### src/rtl/pipe_pkg.sv
// pipe_pkg: shared limits and per-stage control encoding for the register chain
package pipe_pkg;
  localparam int unsigned MAX_STAGES = 8;
  typedef enum logic [1:0] {HOLD, ADVANCE, BUBBLE} stage_ctl_e;
endpackage

### src/rtl/pipe_stage.sv
// pipe_stage: one valid+payload register steered by a hold/advance/bubble control
module pipe_stage
  import pipe_pkg::*;
#(
  parameter int WIDTH = 32
) (
  input  logic             clk,
  input  logic             reset,
  input  stage_ctl_e       ctl,
  input  logic             d_valid,
  input  logic [WIDTH-1:0] d_data,
  output logic             q_valid,
  output logic [WIDTH-1:0] q_data
);
  always_ff @(posedge clk) begin
    if (!reset || ctl == BUBBLE) begin
      q_valid <= 1'b0;
      q_data  <= '0;
    end else if (ctl == ADVANCE) begin
      q_valid <= d_valid;
      q_data  <= d_valid ? d_data : '0;
    end
  end
endmodule

### src/rtl/pipe_reg_chain.sv
// pipe_reg_chain: stallable/flushable register pipeline with stall and bubble counters
module pipe_reg_chain
  import pipe_pkg::*;
#(
  parameter int WIDTH  = 32,
  parameter int STAGES = 3,
  parameter int CNT_W  = 16
) (
  input  logic              clk,
  input  logic              reset,
  input  logic              in_valid,
  input  logic [WIDTH-1:0]  in_data,
  input  logic [STAGES-1:0] stall_mask,
  input  logic [STAGES-1:0] flush_mask,
  output logic              out_valid,
  output logic [WIDTH-1:0]  out_data,
  output logic [STAGES-1:0] stage_valid,
  output logic [CNT_W-1:0]  stall_cnt,
  output logic [CNT_W-1:0]  bubble_cnt
);
  logic [MAX_STAGES-1:0] sm, h, hu;
  logic [STAGES-1:0]     src_v, cur_v, bub_ev;
  logic [WIDTH-1:0]      src_d [STAGES];
  logic [WIDTH-1:0]      q_d   [STAGES];
  stage_ctl_e            ctl   [STAGES];
  // A stall anywhere downstream freezes every stage above it.
  always_comb begin
    sm = MAX_STAGES'(stall_mask);
    h  = sm;
    for (int i = MAX_STAGES - 2; i >= 0; i--) h[i] = sm[i] | h[i+1];
    hu = h << 1;
  end
  always_comb begin
    src_v    = (cur_v << 1) | STAGES'(in_valid);
    src_d[0] = in_data;
    for (int i = 1; i < STAGES; i++) src_d[i] = q_d[i-1];
    for (int i = 0; i < STAGES; i++) begin
      ctl[i]    = flush_mask[i] ? BUBBLE : h[i] ? HOLD : hu[i] ? BUBBLE : ADVANCE;
      bub_ev[i] = (ctl[i] == BUBBLE) && (cur_v[i] || src_v[i]);
    end
  end
  for (genvar g = 0; g < STAGES; g++) begin : g_stage
    pipe_stage #(.WIDTH(WIDTH)) u_stage (
      .clk     (clk),
      .reset   (reset),
      .ctl     (ctl[g]),
      .d_valid (src_v[g]),
      .d_data  (src_d[g]),
      .q_valid (cur_v[g]),
      .q_data  (q_d[g])
    );
  end
  assign stage_valid = cur_v;
  assign out_valid   = cur_v[STAGES-1];
  assign out_data    = q_d[STAGES-1];
  always_ff @(posedge clk) begin
    if (!reset) begin
      stall_cnt  <= '0;
      bubble_cnt <= '0;
    end else begin
      if (|h && !(&stall_cnt)) stall_cnt <= stall_cnt + CNT_W'(1);
      if (|bub_ev && !(&bubble_cnt)) bubble_cnt <= bubble_cnt + CNT_W'(1);
    end
  end
endmodule

### config.mk
export PLATFORM = sky130hd
export DESIGN_NAME = pipe_reg_chain
export DESIGN_NICKNAME = d
export VERILOG_FILES = /design/src/rtl/pipe_pkg.sv /design/src/rtl/pipe_stage.sv /design/src/rtl/pipe_reg_chain.sv
export SDC_FILE = /design/constraint.sdc
export NUM_CORES = 1
export LEC_CHECK = 0
export ABC_AREA = 1
export BUFFER_PORTS_ARGS = -buffer_cell sky130_fd_sc_hd__buf_2
export CAP_MARGIN = 0
export CELL_PAD_IN_SITES_DETAIL_PLACEMENT = 0
export CELL_PAD_IN_SITES_GLOBAL_PLACEMENT = 1
export CORE_MARGIN = 2
export CORE_UTILIZATION = 42
export CTS_CLUSTER_DIAMETER = 30
export DETAILED_ROUTE_END_ITERATION = 6
export GPL_TIMING_DRIVEN = 0
export PLACE_DENSITY_LB_ADDON = 0.1
export SYNTH_ARGS = -nofsm -noshare
export SYNTH_HDL_FRONTEND = slang
export SYNTH_HIERARCHICAL = 1
export SYNTH_SLANG_ARGS = --single-unit
### constraint.sdc
create_clock -name clk -period 3.4 [get_ports clk]
set_clock_uncertainty 0.15 [all_clocks]
set_input_delay 0.34 -clock clk [delete_from_list [all_inputs] [get_ports clk]]
set_output_delay 0.34 -clock clk [all_outputs]
set_load 0.02 [all_outputs]
==> results of run 1 <==
cells by family (layout without fill, tap and decap cells):
logic type	Yosys count	count (layout)	synth area share, %
adders and majority gates	2	2	0.393
xor gates and xnor gates	10	10	1.38
buffers and inverters	179	319	12.1
DFF	131	131	41.2
and+or+nand+nor	523	523	33.3
AOI/OAI and AO/OA	142	142	11.6
worst reg2reg max path: stages, from the launching register on:
cell and delay [ns]:
dfxtp_1 0.43, ha_1 0.35, inv_2 0.11, nor2_8 0.18, nand4_4 0.21, nand2_4 0.18
buf_12 0.15, nand2_1 0.06, a21oi_1 0.13
registers in the layout, summed over array words and instances, names as in the netlist:
name,flops
g_stage.u_stage/q_data,96
bubble_cnt,16
stall_cnt,16
g_stage.u_stage/q_valid,3
metrics by stage:
| stage | instances | utilization [%] | worst slack, ns | power (uW) | instance area [um^2] |
|---|---|---|---|---|---|
| 3_3_place_gp | 1283 | 47.5 | 1.39 | 1790 | 7140 |
| 5_1_grt | 1315 | 51.4 | 1.27 | 3670 | 7720 |
| 3_5_place_dp | 1283 | 47.5 | 1.40 | 1790 | 7140 |
| 6_report | 1315 | 51.4 | 1.39 | 3530 | 7720 |
| 4_1_cts | 1315 | 51.4 | 1.41 | 3580 | 7720 |
| 2_1_floorplan | 987 | - | 1.54 | 1720 | 6370 |
metal layers:
layer / vias up / track usage (%)
li1: 3263 / -
met1: 2564 / 31.0
met2: 112 / 31.7
met3: 13 / 3.89
met4: 0 / 7.50
met5: - / 0
where the power goes:
part	total [uW]	internal [uW]	leakage, uW	switching, uW
combinational	194	67.5	0.00270	127
sequential	1560	1550	0.00106	12.2
clock	1780	1080	0.000269	700
total	3530	2690	0.00403	839
layout by cell type (no fill, tap or decap), types with 3 or more instances in the layout:
cell / netlist / routed
nand2_2: 9 / 9
xnor2_1: 3 / 3
nor2_1: 138 / 138
nand3b_1: 7 / 7
nand3_1: 19 / 19
clkbuf_1: 8 / 10
o21ai_0: 12 / 12
clkinv_4: 0 / 5
a21oi_2: 8 / 8
a21oi_1: 121 / 121
inv_1: 128 / 128
xor2_1: 7 / 7
buf_2: 28 / 136
nand2_1: 335 / 335
dfxtp_1: 131 / 131
clkbuf_16: 0 / 17
buf_6: 4 / 4
inv_2: 5 / 5
clkinvlp_4: 0 / 3
buf_4: 4 / 4
nand4_1: 5 / 5
layout make-up:
cell class / instances / area [um^2]
Tap cell: 188 / 235
Inverter: 134 / 503
Clock buffer: 19 / 433
Multi-Input combinational cell: 677 / 2980
Timing Repair Buffer: 109 / 551
Clock inverter: 12 / 136
Sequential cell: 131 / 2620
Fill cell: 1619 / 7310
Buffer: 45 / 265
path summary, 6_finish.rpt:
path,end,cells past startpoint,slack (ns),from
setup / recovery,bubble_cnt[3],8,1.39,bubble_cnt[0]
hold / removal,g_stage[0].u_stage/q_data[10],3,0.02,in_data[10]
setup reg to reg,bubble_cnt[3],8,1.39,bubble_cnt[0]
hold reg to reg,g_stage[0].u_stage/q_data[11],2,0.32,g_stage[0].u_stage/q_data[11]
==> qor.yml, run 1 <==
timing:
  tightest_slew_ns: 0.676
  slew_violations: 0
  finalSetupTns_ns: 0
  fin_crit_ns: 2.01
  hold_viol_final: 0
  hold_slack_ns: 0.0158
  max_freq_mhz: 497
  setup_violations: 0
  worst_slew_margin_rel_pct: 54.9
  fin_crit_sh_pct: 59.1
  rsz0062_at_grt: "no"
synth:
  yosys.area.top_type_share_pct: 41.2
  synth_most_common_cell: "nand2_1"
  async_flop_share_pct: 0
  syn_inst: 987
  yosysWarningCount: 6
  synth.avg_cell_area_um2: 6.45
  synth_ff_type: "dfxtp_1"
  ys_seq_area_share_pct: 41.2
  synth_edf_count: 0
  yosys-top-cells-area: "dfxtp_1, nand2_1, a21oi_1, nor2_1, inv_1"
  synth_common_cells: "nand2_1, nor2_1, dfxtp_1, inv_1, a21oi_1"
  yosysTopAreaCell: "dfxtp_1"
  ys_types: 29
  syn_area_um2: 6370
  syn_nets: 1030
  ys_ff_latch: 131
route:
  vias: 5952
  drtAntennaViolNets: 0
  met2_length_um: 6890
  m1WireLength_um: 8660
  route.top_layer_used: "met4"
  drcViolationCount: 6
  dr_wl_met3_um: 633
  viasPerCell: 4.53
  wl_um: 16400
  drt_pre_antenna_iters: 7
  drtIter0Drc: 349
  routedWlPerCell_um: 12.5
power_and_ir_drop:
  power.leakage_uw: 0.00403
  vdd_drop_max_uv: 382
  power_density_nw_per_um2: 458
worst_setup_path:
  cpMaxStageDelayCell: "dfxtp_1"
  end_kind: "flip-flop"
  path_buf_inv: 2
  crit_required_ns: 3.59
  startpoint_type: "flip-flop"
  critPathArrivalTime_ns: 2.20
  path_max_fanout: 10
  critical_path.top_delay_family: "simple AND/OR/NAND/NOR gates"
  crit_chain: "ha_1 -> inv_2 -> nor2_8 -> nand4_4 -> nand2_4 -> buf_12 -> nand2_1 -> a21oi_1"
  cp_slowest_stage_delay_ns: 0.43
  critPathKind: "flip-flop to flip-flop"
cts:
  hold_buffers: 1
  cts_tree: "built"
  cts_resized: 0
  cts.sinks: 131
  clock_latency_ns: 0.42
  clk_pin_slew_ns: 0.06
  clock_path_buffers: 2
  cts_buffers: 17
  htreeDepth: 4
  cts_setup_buffers: 0
  cts-root-buf: "clkbuf_16"
placed_design:
  place.gp.congestion: 0.775
  dp_hpwl_um: 11600
  io_buffers: 108
floorplanning:
  fp.dieH_um: 127
  die-area_um2: 16200
  ios: 109
  die-width_um: 127
  start_util_pct: 42.4
  coreArea_um2: 15000
  rows: 45
global_routing:
  grt_pass1_vias: 5417
  grt_pass1_wl_um: 27400
  grt_overflow: 0
  grt_max_degree: 17
  grt_util_all_layers_pct: 21.3
  antenna_found_initial: 0
outcome:
  status: "finished, violations left"
  violations: "DRC"
layout:
  diodes: 0
  layout-drive-gt1-share_pct: 18.0
  area_delta_synth_final_pct: 21.3
  nets: 1158
worst_hold_path:
  hold_path_class: "input port to flip-flop"
run:
  drv_cap: 0
Note: power is estimated with default switching activity, not from simulation.
==> run 2, diff against run 1 <==
--- a/config.mk
+++ b/config.mk
@@ -5,13 +5,13 @@
 export SDC_FILE = /design/constraint.sdc
 export NUM_CORES = 1
 export LEC_CHECK = 0
-export ABC_AREA = 1
+export ABC_AREA = 0
 export BUFFER_PORTS_ARGS = -buffer_cell sky130_fd_sc_hd__buf_2
 export CAP_MARGIN = 0
 export CELL_PAD_IN_SITES_DETAIL_PLACEMENT = 0
 export CELL_PAD_IN_SITES_GLOBAL_PLACEMENT = 1
 export CORE_MARGIN = 2
-export CORE_UTILIZATION = 42
+export CORE_UTILIZATION = 40
 export CTS_CLUSTER_DIAMETER = 30
 export DETAILED_ROUTE_END_ITERATION = 6
 export GPL_TIMING_DRIVEN = 0
==> constraint.sdc (replaced) <==
create_clock -name clk -period 1.86 [get_ports clk]
set_clock_uncertainty 0.15 [all_clocks]
set_input_delay 0.186 -clock clk [delete_from_list [all_inputs] [get_ports clk]]
set_output_delay 0.186 -clock clk [all_outputs]
set_load 0.02 [all_outputs]
==> run 2 against run 1 <==
  * The run ends with setup timing left
  * Final cell count fell by 23%
  * Global-route usage fell by 0.76 points
  * Via count fell by 14%
  * Highest routed layer unchanged
  * Critical endpoint is now bubble_cnt[13]
  * Critical path depth fell by 1
==> qor.yml, run 2 <==
outcome:
  status: "finished, violations left"
  violations: "setup timing"
synth:
  yosys.area.top_type_share_pct: 48.4
  ys_seq_area_share_pct: 48.4
  synth_top_family_by_area: "simple AND/OR/NAND/NOR gates"
  syn_inst: 651
  synth.area.mux_share_pct: 1.48
  synth_compound_area_share_pct: 16.8
  synth_edf_count: 0
  synth_ff_type: "dfxtp_1"
  synth_most_common_cell: "nand2_1"
  ys_types: 49
  yosysWarningCount: 6
  yosysTopAreaCell: "dfxtp_1"
  synth_common_cells: "nand2_1, dfxtp_1, o22ai_1, buf_2, nor2_1"
  yosys.area_share.simple_pct: 25.0
  ys_ff_latch: 131
  synthAdderAreaFrac_pct: 0.462
  yosys-top-cells-area: "dfxtp_1, nand2_1, o22ai_1, buf_2, xnor2_1"
  syn_nets: 694
  syn_area_um2: 5420
  synth.avg_cell_area_um2: 8.33
  synth_xor_area_share_pct: 2.52
  async_flop_share_pct: 0
layout:
  nets: 870
  reg_top3: "g_stage.u_stage/q_data (96), bubble_cnt (16), stall_cnt (16)"
  largest_register_ff_count: 96
  stdcell_area_um2: 7410
  fill_cells: 1326
  layout-drive-gt1-share_pct: 28.9
  regMostFlops: "g_stage.u_stage/q_data"
  diodes: 0
  mostFrequentLayoutCells: "nand2_1, buf_2, dfxtp_1, o22ai_1, dlygate4sd3_1"
  area_delta_synth_final_pct: 36.7
  layout_commonest_cell: "nand2_1"
global_routing:
  grt_max_degree: 17
  use_met2_pct: 33.5
  use_met3_pct: 4.06
  grt_overflow: 0
  grt_pass1_wl_um: 23600
  busiest_layer: "met2"
  gr-usage-met1_pct: 26.8
  grt_util_all_layers_pct: 20.6
  grt_pass1_vias: 4858
  antenna_found_initial: 0
power_and_ir_drop:
  power_density_nw_per_um2: 885
  pwr-share-comb_pct: 6.8
  power.leakage_uw: 0.00286
  intPower_uw: 5100
  p_switching_uw: 1460
  p_clk_share_pct: 50.0
  p_seq_share_pct: 43.2
  vdd_drop_max_uv: 570
  p_sw_share_pct: 22.2
placed_design:
  io_buffers: 108
  place_area_um2: 6190
  post-place-ws_ns: -0.162
  place.gp.congestion: 0.798
  dp_hpwl_um: 10100
worst_setup_path:
  r2r_slack_ns: -0.004
  path_max_fanout: 4
  cp-startpoint: "bubble_cnt[0]"
  end_kind: "flip-flop"
  crit_required_ns: 2.05
  critPathKind: "flip-flop to flip-flop"
  r2r_start: "bubble_cnt[0]"
  rr_endpoint: "bubble_cnt[13]"
  startpoint_type: "flip-flop"
  r2r_cells: 7
  crit_end: "bubble_cnt[13]"
  critPathArrivalTime_ns: 2.05
run:
  drv_cap: 0
floorplanning:
  die-width_um: 120
  start_util_pct: 40.9
  coreArea_um2: 13200
  rows: 42
  fp.dieH_um: 120
  die-area_um2: 14500
  ios: 109
cts:
  clock_latency_ns: 0.41
  cts_buffers: 17
  cts.sinks: 131
  htreeDepth: 4
  clock_path_buffers: 2
  cts_tree: "built"
  cts-root-buf: "clkbuf_16"
  clk_pin_slew_ns: 0.06
timing:
  setup_ws_ns: -0.00444
  hold_slack_ns: 0.0655
  max_freq_mhz: 536
  setup_violations: 1
  worst_slew_margin_rel_pct: 51.8
  fin_crit_sh_pct: 100
  slew_violations: 0
  hold_viol_final: 0
  tightest_slew_ns: 0.723
  fin_crit_ns: 1.86
  rsz0062_at_grt: "yes"
route:
  routedWlPerCell_um: 14.4
  drtAntennaViolNets: 0
  viasPerCell: 5.06
  drt_pre_antenna_iters: 4
  wl_um: 14600
  vias: 5146
  drcViolationCount: 0
  drtIter0Drc: 326
worst_hold_path:
  hold_path_class: "input port to flip-flop"
==> run 2: power by group through the flow <==
stage	clock, uW	sequential [uW]	combinational [uW]
finish	3280	2830	446
global route	3490	2830	489
CTS	3350	2840	431
detailed placement	0	2900	371
global placement	0	2900	367
floorplan	0	2910	224
==> run 2: through the flow <==
step	total power [uW]	util [%]	instances	TNS [ns]
final	6560	56.0	1016	-0.00444
after global placement	3270	46.7	935	-9.44
after detailed placement	3270	46.7	935	-9.19
after floorplan	3130	-	651	0
after CTS	6620	54.3	1008	-0.154
after global routing	6820	56.0	1016	-0.287
==> run 2: worst min-delay path by stage <==
stage / startpoint / endpoint / slack [ns] / depth (start not counted)
finish: reset / bubble_cnt[7] / 0.07 / 3
CTS: flush_mask[0] / g_stage[0].u_stage/q_valid / 0.06 / 3
global route: reset / bubble_cnt[7] / 0.09 / 3
detailed placement: in_data[11] / g_stage[0].u_stage/q_data[11] / 0.30 / 3
floorplan: in_data[0] / g_stage[0].u_stage/q_data[0] / 0.19 / 2
global placement: in_data[9] / g_stage[0].u_stage/q_data[9] / 0.29 / 3
==> run 2: worst max-delay path: stages (launching register included) <==
cell and delay [ns]:
dfxtp_4 0.36, ha_4 0.16, and4_1 0.19, nand4_1 0.15
nand4_1 0.18, buf_4 0.18, or3_1 0.32, a21oi_2 0.12
==> run 2: final cells by class <==
| cell class | instances | area (um^2) | area share, % |
|---|---|---|---|
| Tap cell | 176 | 220 | 2.97 |
| Inverter | 9 | 33.8 | 0.456 |
| Timing Repair Buffer | 157 | 1000 | 13.6 |
| Clock buffer | 22 | 484 | 6.53 |
| Sequential cell | 131 | 2650 | 35.7 |
| Multi-Input combinational cell | 465 | 2670 | 36.0 |
| Clock inverter | 10 | 105 | 1.42 |
| Buffer | 46 | 251 | 3.39 |
==> run 2: logic make-up after synthesis <==
| family | after synthesis |
|---|---|
| and+or+nand+nor | 301 |
| buffers and inverters | 56 |
| muxes | 8 |
| adders and majority gates | 2 |
| xor gates and xnor gates | 13 |
| DFF | 131 |
| AOI/OAI and AO/OA | 140 |
==> run 2: metal layers <==
metal,vias up,wire (um)
met4,0,111
met5,-,0
li1,2633,-
met1,2387,6740
met2,117,7100
met3,9,658
==> run 2: what timing repair did <==
| action | in CTS | in global routing |
|---|---|---|
| buffers inserted | 7 | 9 |
| gates cloned | 2 | 0 |
| gates resized for setup | 8 | 38 |
| endpoints found under the setup margin | 16 | 24 |
| hold endpoints to repair | 32 | 0 |
| pin swaps | 4 | 14 |
| hold buffers | 32 | 0 |
==> run 3, diff against run 2 <==
--- a/config.mk
+++ b/config.mk
@@ -8,14 +8,12 @@
 export ABC_AREA = 0
 export BUFFER_PORTS_ARGS = -buffer_cell sky130_fd_sc_hd__buf_2
 export CAP_MARGIN = 0
-export CELL_PAD_IN_SITES_DETAIL_PLACEMENT = 0
-export CELL_PAD_IN_SITES_GLOBAL_PLACEMENT = 1
 export CORE_MARGIN = 2
-export CORE_UTILIZATION = 40
+export CORE_UTILIZATION = 45
 export CTS_CLUSTER_DIAMETER = 30
 export DETAILED_ROUTE_END_ITERATION = 6
 export GPL_TIMING_DRIVEN = 0
-export PLACE_DENSITY_LB_ADDON = 0.1
+export PLACE_DENSITY = 0.67
 export SYNTH_ARGS = -nofsm -noshare
 export SYNTH_HDL_FRONTEND = slang
 export SYNTH_HIERARCHICAL = 1
==> constraint.sdc (replaced) <==
create_clock -name clk -period 2.1 [get_ports clk]
set_clock_uncertainty 0.15 [all_clocks]
set_input_delay 0.21 -clock clk [delete_from_list [all_inputs] [get_ports clk]]
set_output_delay 0.21 -clock clk [all_outputs]
set_load 0.02 [all_outputs]
==> run 3 against run 2 <==
  * The flow now finishes without violations
  * Clock power rose by 3%
  * Utilization rose by 4.5 points
  * Power fell by 4.5%
  * Cell area fell by 3.2%
  * Final cell count fell by 4.2%
  * Worst setup slack improved by 0.086 ns
  * Die area fell by 11%
  * Clock-buffer cell count fell by 3
  * Critical path depth fell by 1
  * Global-route usage rose by 1.9 points
  * Fmax fell by 7.7%
  * Sequential share of layout area rose by 0.84 points
==> qor.yml, run 3 (synthesis gave the netlist of run 2 again) <==
power_and_ir_drop:
  power.leakage_uw: 0.00276
  vdd_drop_max_uv: 561
  power_density_nw_per_um2: 873
layout:
  multi_input_area_um2: 2510
  reg_top3: "g_stage.u_stage/q_data (96), bubble_cnt (16), stall_cnt (16)"
  mostFrequentLayoutCells: "nand2_1, buf_2, dfxtp_1, o22ai_1, dlygate4sd3_1"
  area_delta_synth_final_pct: 32.4
  seq_area_um2: 2620
  largest_register_ff_count: 96
  layout_commonest_cell: "nand2_1"
  regMostFlops: "g_stage.u_stage/q_data"
  nets: 856
  diodes: 0
  stdcell_area_um2: 7180
  layout-drive-gt1-share_pct: 24.1
  fill_cells: 1058
global_routing:
  antenna_found_initial: 0
  grt_util_all_layers_pct: 22.4
  grt_pass1_wl_um: 23100
  grt_pass1_vias: 4978
  grt_overflow: 0
  grt_max_degree: 17
route:
  routedWlPerCell_um: 14.6
  drtIter0Drc: 412
  drt_pre_antenna_iters: 5
  vias: 5204
  drcViolationCount: 0
  viasPerCell: 5.35
  wl_um: 14200
  drtAntennaViolNets: 0
cts:
  clock_latency_ns: 0.41
  clk_pin_slew_ns: 0.06
  cts_tree: "built"
  htreeDepth: 4
  cts.sinks: 131
  cts-root-buf: "clkbuf_16"
  cts_buffers: 17
  clock_path_buffers: 2
worst_setup_path:
  path_max_fanout: 7
  r2r_cells: 6
  critPathArrivalTime_ns: 2.21
  critPathKind: "flip-flop to flip-flop"
  end_kind: "flip-flop"
  startpoint_type: "flip-flop"
  crit_required_ns: 2.30
placed_design:
  place_area_um2: 6150
  place.gp.congestion: 0.847
  dp_hpwl_um: 9680
  io_buffers: 108
floorplanning:
  coreArea_um2: 11900
  die-width_um: 114
  start_util_pct: 45.7
  ios: 109
  rows: 40
  die-area_um2: 12900
  fp.dieH_um: 114
timing:
  fin_crit_sh_pct: 96.1
  fin_crit_ns: 2.02
  hold_viol_final: 0
  finalSetupTns_ns: 0
  setup_violations: 0
  max_freq_mhz: 495
  slew_violations: 0
  worst_slew_margin_rel_pct: 62.0
  tightest_slew_ns: 0.565
worst_hold_path:
  whs_path_depth: 3
  hold_path_class: "input port to flip-flop"
run:
  drv_cap: 0
outcome:
  status: "finished, final reports clean"
[run 3: cell count changes in the layout (fill, tap and decap cells not counted), moves of 5 or more]
cell	delta
a21oi_1	+5
buf_4	-12
dfxtp_1	+9
dfxtp_4	-5
[run 3: final cells by class]
| class | instances | area share [%] |
|---|---|---|
| sequential | 131 | 36.5 |
| multi-input combinational | 464 | 35.0 |
| timing repair buffer | 143 | 12.3 |
| clock buffer | 19 | 6.31 |
| buffer | 47 | 3.56 |
| clock inverter | 13 | 3.21 |
| tap | 147 | 2.56 |
| inverter | 9 | 0.471 |
[run 3: worst max-delay path, cell delays in order (launching register included)]
cell and delay, ns:
dfxtp_1 0.36, ha_2 0.22, and4_1 0.20, nand4_1 0.23, nand4_1 0.20, or4_1 0.44, a21oi_1 0.15
[run 3: through the flow]
step / util [%] / power (uW) / hold slack (ns) / std cells / worst slack (ns)
after floorplan: - / 2770 / 0.210 / 651 / 0.168
after global placement: 51.8 / 2880 / 0.306 / 906 / 0.0898
after detailed placement: 51.8 / 2890 / 0.308 / 906 / 0.0447
after CTS: 60.3 / 6310 / 0.0690 / 970 / 0.0745
after global routing: 60.5 / 6470 / 0.0967 / 973 / -0.00268
final: 60.5 / 6270 / 0.0852 / 973 / 0.0811
[run 3: path summary, 6_finish.rpt]
kind	slack, ns	start	to
worst max register to register	0.08	bubble_cnt[0]	bubble_cnt[15]
worst min-delay path	0.09	reset	bubble_cnt[7]
worst max-delay path	0.08	bubble_cnt[0]	bubble_cnt[15]
worst min register to register	0.32	g_stage[1].u_stage/q_data[24]	g_stage[2].u_stage/q_data[24]
[run 3: metal layers]
layer / wire length, um / up-vias / GRT usage (%) / share of wire [%]
li1: - / 2609 / - / -
met1: 6230 / 2433 / 27.3 / 44
met2: 6990 / 140 / 38.0 / 49
met3: 688 / 22 / 5.58 / 4.8
met4: 275 / 0 / 9.19 / 1.9
met5: 0 / - / 0 / 0
[run 3: what timing repair did]
item / CTS / global route
hold buffers: 32 / 0
gates resized for setup: 0 / 2
hold endpoints to repair: 32 / 0
buffers inserted: 0 / 3
endpoints found under the setup margin: 0 / 3
[run 3: report_power, final]
group	internal, uW	switching [uW]	total, uW
Clock	2290	1100	3380
Sequential	2500	15.2	2510
Combinational	155	218	373
Total	4940	1330	6270
